`src/rtl/eth_phy_10g_tx_sh_inject.sv`:
```
// -----------------------------------------------------------------------------
// eth_phy_10g_tx_sh_inject
//
// Purpose:
//   Sits between the 64b/66b TX encoder/scrambler and the SERDES. It registers
//   the block payload and the sync header on their way out. It can also
//   deliberately corrupt sync headers in a programmable pattern. The pattern
//   is used to exercise block-lock acquisition and loss in a paired receiver.
//
//   An injection run is made of periods. Each period has
//   cfg_valid_cnt untouched blocks followed by cfg_invalid_cnt blocks whose
//   header is replaced by 2'b00 or 2'b11. A run lasts cfg_repeat periods, or
//   runs until abort when cfg_repeat is 0.
//
// Ports:
//   tx_clk          - sole clock; every state update happens on its rising edge
//   tx_rst_n        - asynchronous active-low reset, released synchronously
//   in_data         - block payload from the TX encoder
//   in_hdr          - block sync header (2'b01 data, 2'b10 control)
//   serdes_tx_data  - in_data delayed by one cycle
//   serdes_tx_hdr   - in_hdr delayed by one cycle, corrupted while INVALID
//   start           - one-cycle pulse that launches a run (ignored when busy)
//   abort           - forces IDLE on the next edge, without a done pulse
//   cfg_valid_cnt   - untouched blocks per period (0..127)
//   cfg_invalid_cnt - corrupted blocks per period (0..63)
//   cfg_repeat      - periods per run, 0 = run until abort
//   cfg_bad_hdr     - corrupt header value: 0 -> 2'b00, 1 -> 2'b11
//   busy            - high while the FSM is not IDLE
//   done            - one-cycle pulse when a run completes normally
//   inj_count       - saturating count of corrupted headers emitted
//
// Configuration:
//   ETH_PHY_TX_SH_INJECT_CNT_EN - when defined, inj_count is a live
//   saturating counter. When undefined, inj_count is tied to 0 and no
//   counter logic is built.
// -----------------------------------------------------------------------------
module eth_phy_10g_tx_sh_inject #(
    parameter int DATA_WIDTH = 64,
    parameter int HDR_WIDTH  = 2
) (
    input  logic                  tx_clk,
    input  logic                  tx_rst_n,
    input  logic [DATA_WIDTH-1:0] in_data,
    input  logic [HDR_WIDTH-1:0]  in_hdr,
    output logic [DATA_WIDTH-1:0] serdes_tx_data,
    output logic [HDR_WIDTH-1:0]  serdes_tx_hdr,
    input  logic                  start,
    input  logic                  abort,
    input  logic [6:0]            cfg_valid_cnt,
    input  logic [5:0]            cfg_invalid_cnt,
    input  logic [3:0]            cfg_repeat,
    input  logic                  cfg_bad_hdr,
    output logic                  busy,
    output logic                  done,
    output logic [15:0]           inj_count
);

    typedef enum logic [1:0] {
        IDLE    = 2'd0,
        VALID   = 2'd1,
        INVALID = 2'd2
    } state_t;

    localparam logic [HDR_WIDTH-1:0] HDR_DATA = HDR_WIDTH'(1);

    state_t     state;
    logic [6:0] phase_cnt;
    logic [3:0] period_left;
    logic [6:0] lat_valid;
    logic [5:0] lat_invalid;
    logic [3:0] lat_repeat;
    logic       lat_bad_hdr;

    logic       valid_last;
    logic       invalid_last;
    logic       period_end;
    logic       period_final;
    state_t     restart_state;

    // Period bookkeeping decoded from the counters. phase_cnt counts cycles
    // spent in the current VALID/INVALID phase. A phase ends when phase_cnt
    // reaches the latched length minus one. The period ends after INVALID,
    // or directly after VALID when no corrupted blocks are configured. A
    // repeat value of 0 never reaches the final period.
    always_comb begin
        valid_last    = 1'b0;
        invalid_last  = 1'b0;
        period_end    = 1'b0;
        period_final  = 1'b0;
        restart_state = VALID;

        valid_last    = (phase_cnt == (lat_valid - 7'd1));
        invalid_last  = (phase_cnt == {1'b0, (lat_invalid - 6'd1)});
        period_end    = ((state == VALID) && valid_last && (lat_invalid == 6'd0)) ||
                        ((state == INVALID) && invalid_last);
        period_final  = (lat_repeat != 4'd0) && (period_left == 4'd1);
        restart_state = (lat_valid == 7'd0) ? INVALID : VALID;
    end

    // Injection FSM. cfg_* is captured only when a run starts, so later
    // changes cannot disturb a run in progress. abort is checked before
    // anything else, so it beats a simultaneous start. busy and done are
    // registered together with the state so they change on the same edge.
    always_ff @(posedge tx_clk or negedge tx_rst_n) begin
        if (!tx_rst_n) begin
            state       <= IDLE;
            phase_cnt   <= 7'd0;
            period_left <= 4'd0;
            lat_valid   <= 7'd0;
            lat_invalid <= 6'd0;
            lat_repeat  <= 4'd0;
            lat_bad_hdr <= 1'b0;
            busy        <= 1'b0;
            done        <= 1'b0;
        end else begin
            done <= 1'b0;
            if (abort) begin
                state       <= IDLE;
                busy        <= 1'b0;
                phase_cnt   <= 7'd0;
                period_left <= 4'd0;
            end else if (period_end) begin
                phase_cnt <= 7'd0;
                if (period_final) begin
                    state       <= IDLE;
                    busy        <= 1'b0;
                    done        <= 1'b1;
                    period_left <= 4'd0;
                end else begin
                    if (lat_repeat != 4'd0) begin
                        period_left <= period_left - 4'd1;
                    end
                    state <= restart_state;
                    busy  <= 1'b1;
                end
            end else begin
                case (state)
                    IDLE: begin
                        if (start) begin
                            lat_valid   <= cfg_valid_cnt;
                            lat_invalid <= cfg_invalid_cnt;
                            lat_repeat  <= cfg_repeat;
                            lat_bad_hdr <= cfg_bad_hdr;
                            period_left <= cfg_repeat;
                            phase_cnt   <= 7'd0;
                            if (cfg_valid_cnt != 7'd0) begin
                                state <= VALID;
                                busy  <= 1'b1;
                            end else if (cfg_invalid_cnt != 6'd0) begin
                                state <= INVALID;
                                busy  <= 1'b1;
                            end else begin
                                state <= IDLE;
                                busy  <= 1'b0;
                                done  <= 1'b1;
                            end
                        end
                    end
                    VALID: begin
                        if (valid_last) begin
                            phase_cnt <= 7'd0;
                            state     <= INVALID;
                        end else begin
                            phase_cnt <= phase_cnt + 7'd1;
                        end
                    end
                    INVALID: begin
                        phase_cnt <= phase_cnt + 7'd1;
                    end
                    default: begin
                        state <= IDLE;
                        busy  <= 1'b0;
                    end
                endcase
            end
        end
    end

    // Output pipeline. The payload is always passed through with one cycle
    // of delay. The header is replaced by the bad pattern whenever the FSM
    // is in INVALID during the cycle in which the header is sampled. This
    // includes the cycle in which abort is being applied.
    always_ff @(posedge tx_clk or negedge tx_rst_n) begin
        if (!tx_rst_n) begin
            serdes_tx_data <= '0;
            serdes_tx_hdr  <= HDR_DATA;
        end else begin
            serdes_tx_data <= in_data;
            if (state == INVALID) begin
                serdes_tx_hdr <= {HDR_WIDTH{lat_bad_hdr}};
            end else begin
                serdes_tx_hdr <= in_hdr;
            end
        end
    end

`ifdef ETH_PHY_TX_SH_INJECT_CNT_EN
    // Corrupted-header counter. It counts one per INVALID cycle and sticks at
    // all-ones rather than wrapping. Only reset clears it, so it accumulates
    // across runs.
    always_ff @(posedge tx_clk or negedge tx_rst_n) begin
        if (!tx_rst_n) begin
            inj_count <= 16'd0;
        end else if ((state == INVALID) && (inj_count != 16'hFFFF)) begin
            inj_count <= inj_count + 16'd1;
        end
    end
`else
    assign inj_count = 16'd0;
`endif

endmodule

```
`config.mk`:
```
export PLATFORM = sky130hd
export DESIGN_NAME = eth_phy_10g_tx_sh_inject
export DESIGN_NICKNAME = d
export VERILOG_FILES = /design/src/rtl/eth_phy_10g_tx_sh_inject.sv
export SDC_FILE = /design/constraint.sdc
export NUM_CORES = 1
export LEC_CHECK = 0
export ABC_CLOCK_PERIOD_IN_PS = 3400
export BUFFER_PORTS_ARGS = -buffer_cell sky130_fd_sc_hd__buf_2
export CAP_MARGIN = 10
export CORE_MARGIN = 1
export CORE_UTILIZATION = 30
export DETAILED_ROUTE_END_ITERATION = 12
export GPL_TIMING_DRIVEN = 0
export HOLD_SLACK_MARGIN = 0.02
export PLACE_DENSITY = 0.59
export SLEW_MARGIN = 20
export SYNTH_ARGS = -nofsm -noshare
export SYNTH_HDL_FRONTEND = slang
export SYNTH_SLANG_ARGS = --single-unit
```
`constraint.sdc`:
```
create_clock -name tx_clk -period 3.4 [get_ports tx_clk]
set_input_delay 0.17 -clock tx_clk [delete_from_list [all_inputs] [get_ports tx_clk]]
set_output_delay 0.17 -clock tx_clk [all_outputs]
set_load 0.03 [all_outputs]
```
==> flow_summary_export.csv, run 1 <==
group,metric,value,unit
global_routing,grt_remaining_overflow,0,
finish,fin_util,0.463,
drt,drt_iter0_markers,81,
cts,cts_post_setup_buffers_inserted,0,
power_and_ir_drop,power_frac_comb,0.320,
yosys,async_reset_ff_frac,1.00,
hold_path,hp-class,"primary input to flip-flop",
yosys,ys_seq_area_frac,0.614,
drt,num_vias,3205,
power_and_ir_drop,power,3.89,mW
sta,tns,0,ns
die,initial_core_util,0.306,
yosys,synth.area.top_cells,"dfrtp_1, mux2_4, buf_4",
place,port_buffers,155,
setup_path,end_kind,"flip-flop",
cts,clk_pin_slew,0.07,ns
flow_run,cap_violations,0,
setup_path,worstPathRequired,3.63,ns
global_routing,grt.total_usage,0.160,
global_routing,grt_max_degree,72,
yosys,synth_top_area_share,0.608,
cts,cts.path.max_buffers,2,
setup_path,crit_fanout,10,
finish,layout_common_cells,"buf_2, dfrtp_1, dlygate4sd3_1",
sta,finClkSkew,0.00476,ns
yosys,synth-seq-cells,99,
power_and_ir_drop,p_leak,2.92,nW
power_and_ir_drop,p_switching,1.27,mW
yosys,syn-cell-area,4040,sq um
power_and_ir_drop,peakVddDrop,0.000278,V
cts,cts-root-buf,"clkbuf_16",
cts,clock_sinks,99,
sta,slew_headroom,0.450,
power_and_ir_drop,power_frac_clock,0.286,
yosys,syn-instance-count,299,
drt,routed_wl,10600,um
drt,via_per_inst,4.41,
setup_path,crit_type,"flip-flop to flip-flop",
finish,nNetsFinal,643,
finish,area_growth_syn_to_layout,51.3,%
power_and_ir_drop,seqPwrFrac,0.395,
setup_path,arrival,3.17,ns
yosys,synth.avg_cell_area,13.5,sq um
sta,hold_viol,0,
power_and_ir_drop,switching_share,0.327,
sta,min_period_over_period,0.865,
finish,layout_commonest_cell,"buf_2",
yosys,synth_flop_cell,"dfrtp_1",
place,gp_congestion,0.778,
power_and_ir_drop,p_per_area,637,nW/um^2
die,die_x,118,um
cts,cts_inserted_buffers,9,
sta,final_max_slew_viol_count,0,
yosys,synth_edf_count,0,
die,io_pins,172,
die,core_area,13200,sq um
global_routing,grt_pass1_vias,3373,
finish,drive_gt1_frac,0.417,
cts,clk_latency,0.34,ns
sta,worstMarginPinSlew,0.813,ns
yosys,yosys_warnings,0,
drt,ant_nets,0,
cts,htreeDepth,3,
sta,clock.fmax,0.340,GHz
global_routing,grt_pass1_wl,17400,um
drt,drc,0,
drt,firstDrtPassIters,4,
status,status,"completed",
die,die_height,118,um
place,hpwl,7580,um
yosys,synth_cell_types,56,
finish,antenna_cells,0,
yosys,synth_area_leader_cell,"dfrtp_1",
place,pre_cts_slack,0.527,ns
sta,final.setup.worst_slack,0.460,ns
drt,wl_per_cell,14.5,um
die,rows,42,
power_and_ir_drop,intPower,2.62,mW
global_routing,antenna_found_initial,0,
die,dieArea,13900,sq um
sta,hold-worst-slack,0.0347,ns
setup_path,cp-start-kind,"flip-flop",
finish,fillCellCount,1182,
sta,rsz0062_at_grt,"false",
sta,setup_viol,0,
sta,post-route-min-period,2.94,ns
cts,tritoncts,"done",
==> worst paths after layout <==
| path | from | endpoint | slack, ns | cells past startpoint |
|---|---|---|---|---|
| setup / recovery | lat_invalid[0]$_DFFE_PN0P_ | period_left[1]$_DFFE_PN0P_ | 0.46 | 8 |
| hold / removal | in_hdr[0] | serdes_tx_hdr[0]$_DFF_PN1_ | 0.03 | 3 |
| setup reg to reg | lat_invalid[0]$_DFFE_PN0P_ | period_left[1]$_DFFE_PN0P_ | 0.46 | 8 |
| hold reg to reg | lat_bad_hdr$_DFFE_PN0P_ | serdes_tx_hdr[1]$_DFF_PN0_ | 0.53 | 2 |
| max in group asynchronous | tx_rst_n | serdes_tx_hdr[0]$_DFF_PN1_ | 2.44 | 3 |
| min in group asynchronous | tx_rst_n | serdes_tx_data[52]$_DFF_PN0_ | 0.30 | 2 |
==> routing by layer <==
layer	up-vias	wire [um]	global-route usage	part of all wire
met3	12	520	0.0329	0.049
met4	0	122	0.0449	0.012
met1	1588	4550	0.202	0.43
met5	-	0	0	0
met2	87	5370	0.275	0.51
li1	1518	-	-	-
==> layout make-up <==
type	instances	area [sq um]	share of cell area
plain buffers	22	165	0.0270
clock buffers	9	225	0.0369
clock inverters	7	109	0.0178
inverters	20	75.1	0.0123
multi-input cells	173	1370	0.225
flip-flops and latches	99	2480	0.406
well taps	176	220	0.0361
repair buffers	221	1460	0.239
==> metrics by stage <==
stage	instances	instance area, sq um
after detailed placement	646	5120
after global routing	727	6110
after global placement	645	5090
final	727	6110
after floorplan	314	4090
after CTS	727	6110
==> sequential cells by signal, indices dropped and copies added, names as in the netlist, 2 cells and up <==
register        flops
state               2
lat_valid           7
lat_invalid         6
period_left         4
serdes_tx_data     64
lat_repeat          4
serdes_tx_hdr       2
phase_cnt           7
==> synth_stat cells, types with 5 or more instances <==
library cell / n
xnor2_1: 10
nor2_1: 8
or4_1: 7
ha_1: 9
mux2_2: 11
inv_1: 20
mux2_4: 10
dfrtp_1: 98
nand2_1: 8
buf_4: 17
mux2i_1: 5
xor2_1: 6
nor3_1: 9
nand3_1: 11
==> worst max-delay path: stages (launching register included) <==
cell	delay [ns]
dfrtp_1	0.44
inv_1	0.08
ha_1	0.20
or3b_2	0.47
nor4_1	0.33
nand4_1	0.34
nand2_4	0.24
mux2_2	0.37
a2111oi_2	0.35
==> cells by family after synthesis <==
kind of cell / count (synthesis) / synth area share
AOI/OAI and AO/OA: 35 / 0.0763
xor gates and xnor gates: 16 / 0.0347
adders and majority gates: 9 / 0.0279
buffers and inverters: 42 / 0.0595
DFF: 99 / 0.614
muxes: 26 / 0.0803
other: 1 / 0.000929
and+or+nand+nor: 71 / 0.106
==> repair_timing <==
item / in CTS / in global routing
hold endpoints to repair: 92 / 0
hold buffers: 65 / 0
gates resized for setup: 0 / 0
==> power by group through the flow <==
stage	Combinational (mW)	Sequential, mW	Clock, mW
floorplan	0.791	1.62	0
global placement	1.16	1.55	0
detailed placement	1.18	1.56	0
CTS	1.25	1.53	1.14
global route	1.37	1.57	1.19
finish	1.24	1.53	1.11
Power figures use the tool's default switching activity.
==> run 2: changes to the inputs <==
- PLACE_DENSITY: 0.59 -> not set
- PLACE_DENSITY_LB_ADDON: not set -> 0.15
==> run 2 against run 1 <==
Net effect: final area shrank 1.1%; register-to-register slack improved by 0.06 ns; sequential power about the same; final cell count shrank 0.28%; utilization fell by 0.50 points; via count shrank 0.44%; sequential cell count did not move; largest cell class unchanged.
==> flow_summary_export.csv, run 2 (same netlist as run 1, synthesis figures left out) <==
group,metric,value,unit
setup_path,worstPathRequired,3.63,ns
sta,slew_headroom,0.455,
cts,cts.path.max_buffers,2,
cts,cts-root-buf,"clkbuf_16",
setup_path,r2r_start,"lat_invalid[0]$_DFFE_PN0P_",
die,die_height,118,um
die,core_area,13200,sq um
sta,min_period_over_period,0.848,
setup_path,worstPathCellList,"inv_1, ha_1, or3b_2, nor4_1, nand4_1, nand2_4, mux2_2, a2111oi_2",
cts,htreeDepth,3,
setup_path,arrival,3.11,ns
power_and_ir_drop,p_per_area,615,nW/um^2
cts,clk_pin_slew,0.06,ns
power_and_ir_drop,p_leak,2.89,nW
drt,firstDrtPassIters,4,
power_and_ir_drop,peakVddDrop,0.000293,V
setup_path,cpMaxStageDelayCell,"or3b_2",
global_routing,antenna_found_initial,0,
setup_path,critPathBufInv,1,
drt,ant_nets,0,
finish,largest_reg_flops,64,
die,io_pins,172,
global_routing,grt_remaining_overflow,0,
cts,tritoncts,"done",
finish,layout_commonest_cell,"buf_2",
die,dieArea,13900,sq um
global_routing,grt_pass1_wl,16300,um
setup_path,rrSetupSlack,0.52,ns
setup_path,r2r-end,"period_left[1]$_DFFE_PN0P_",
hold_path,holdPathStages,3,
setup_path,end_kind,"flip-flop",
finish,fin_util,0.458,
finish,regMostFlops,"serdes_tx_data",
place,port_buffers,155,
finish,nNetsFinal,643,
sta,worstMarginPinSlew,0.807,ns
sta,final_max_slew_viol_count,0,
hold_path,hp-class,"primary input to flip-flop",
global_routing,grt_max_degree,60,
setup_path,cp-start-kind,"flip-flop",
hold_path,hold_path_end,"serdes_tx_hdr[0]$_DFF_PN1_",
setup_path,cp_top_family,"simple AND/OR/NAND/NOR gates",
setup_path,rr_worst_depth,8,
finish,antenna_cells,0,
sta,finClkSkew,0.00575,ns
finish,drive_gt1_frac,0.413,
flow_run,cap_violations,0,
setup_path,cpPeakStageDelay,0.47,ns
die,initial_core_util,0.306,
sta,tns,0,ns
drt,drc,0,
global_routing,grt.total_usage,0.153,
setup_path,crit_fanout,10,
sta,hold_viol,0,
die,rows,42,
cts,cts_inserted_buffers,9,
drt,via_per_inst,4.40,
place,gp_congestion,0.758,
finish,area_growth_syn_to_layout,49.7,%
hold_path,min_from,"in_hdr[0]",
cts,clock_sinks,99,
place,hpwl,7280,um
die,die_x,118,um
sta,rsz0062_at_grt,"false",
cts,clk_latency,0.34,ns
drt,drt_iter0_markers,147,
setup_path,crit_type,"flip-flop to flip-flop",
finish,top_regs,"serdes_tx_data: 64 flops, lat_valid: 7 flops, phase_cnt: 7 flops",
sta,clock.fmax,0.347,GHz
drt,num_vias,3191,
finish,layout_common_cells,"buf_2, dfrtp_1, dlygate4sd3_1",
status,status,"completed",
setup_path,cp.depth,8,
drt,wl_per_cell,14.1,um
drt,routed_wl,10200,um
sta,post-route-min-period,2.88,ns
sta,setup_viol,0,
global_routing,grt_pass1_vias,3116,
[run 2: per-layer routing]
layer | up-vias | part of all wire | global-route usage
met5 | - | 0 | 0
met4 | 0 | 0.017 | 0.0561
met1 | 1575 | 0.42 | 0.186
li1 | 1517 | - | -
met2 | 85 | 0.52 | 0.259
met3 | 14 | 0.044 | 0.0407
[run 2: power breakdown]
group,switching [mW],internal [mW]
Sequential,0.171,1.37
Clock,0.427,0.512
Combinational,0.640,0.593
Total,1.24,2.48
[run 2: how the worst max path moves through the flow]
stage	start	endpoint	slack, ns
after floorplan	lat_valid[0]$_DFFE_PN0P_	period_left[1]$_DFFE_PN0P_	0.95
after global placement	lat_invalid[0]$_DFFE_PN0P_	period_left[1]$_DFFE_PN0P_	0.54
after detailed placement	lat_invalid[0]$_DFFE_PN0P_	period_left[1]$_DFFE_PN0P_	0.58
after CTS	lat_invalid[0]$_DFFE_PN0P_	period_left[1]$_DFFE_PN0P_	0.56
after global routing	lat_invalid[0]$_DFFE_PN0P_	period_left[1]$_DFFE_PN0P_	0.46
final	lat_invalid[0]$_DFFE_PN0P_	period_left[1]$_DFFE_PN0P_	0.52
[run 2: metrics by stage]
stage	hold WS (ns)	worst slack (ns)	power, mW	cells	instance area, sq um
finish	0.0374	0.517	3.71	725	6040
global route	0.0366	0.457	3.96	725	6040
CTS	0.0308	0.560	3.76	725	6040
detailed placement	0.124	0.580	2.73	646	5120
global placement	0.278	0.538	2.72	645	5090
floorplan	-0.126	0.947	2.42	314	4090
[run 2: worst min-delay path: stages]
cell and delay, ns:
buf_2 0.10, inv_1 0.04, o21ai_0 0.06
[run 2: what timing repair did]
| item | CTS | global route |
|---|---|---|
| buffers inserted | 0 | 0 |
| resized for setup | 0 | 0 |
| hold endpoints to repair | 104 | 0 |
| hold buffers | 65 | 0 |
[run 2: final cells by class]
cell class                 count  area, sq um
fill                        1221         7150
sequential                    99         2480
timing repair buffer         221         1460
multi-input combinational    173         1370
clock buffer                  11          243
tap                          176          220
buffer                        22          165
inverter                      20         75.1
clock inverter                 3         25.0
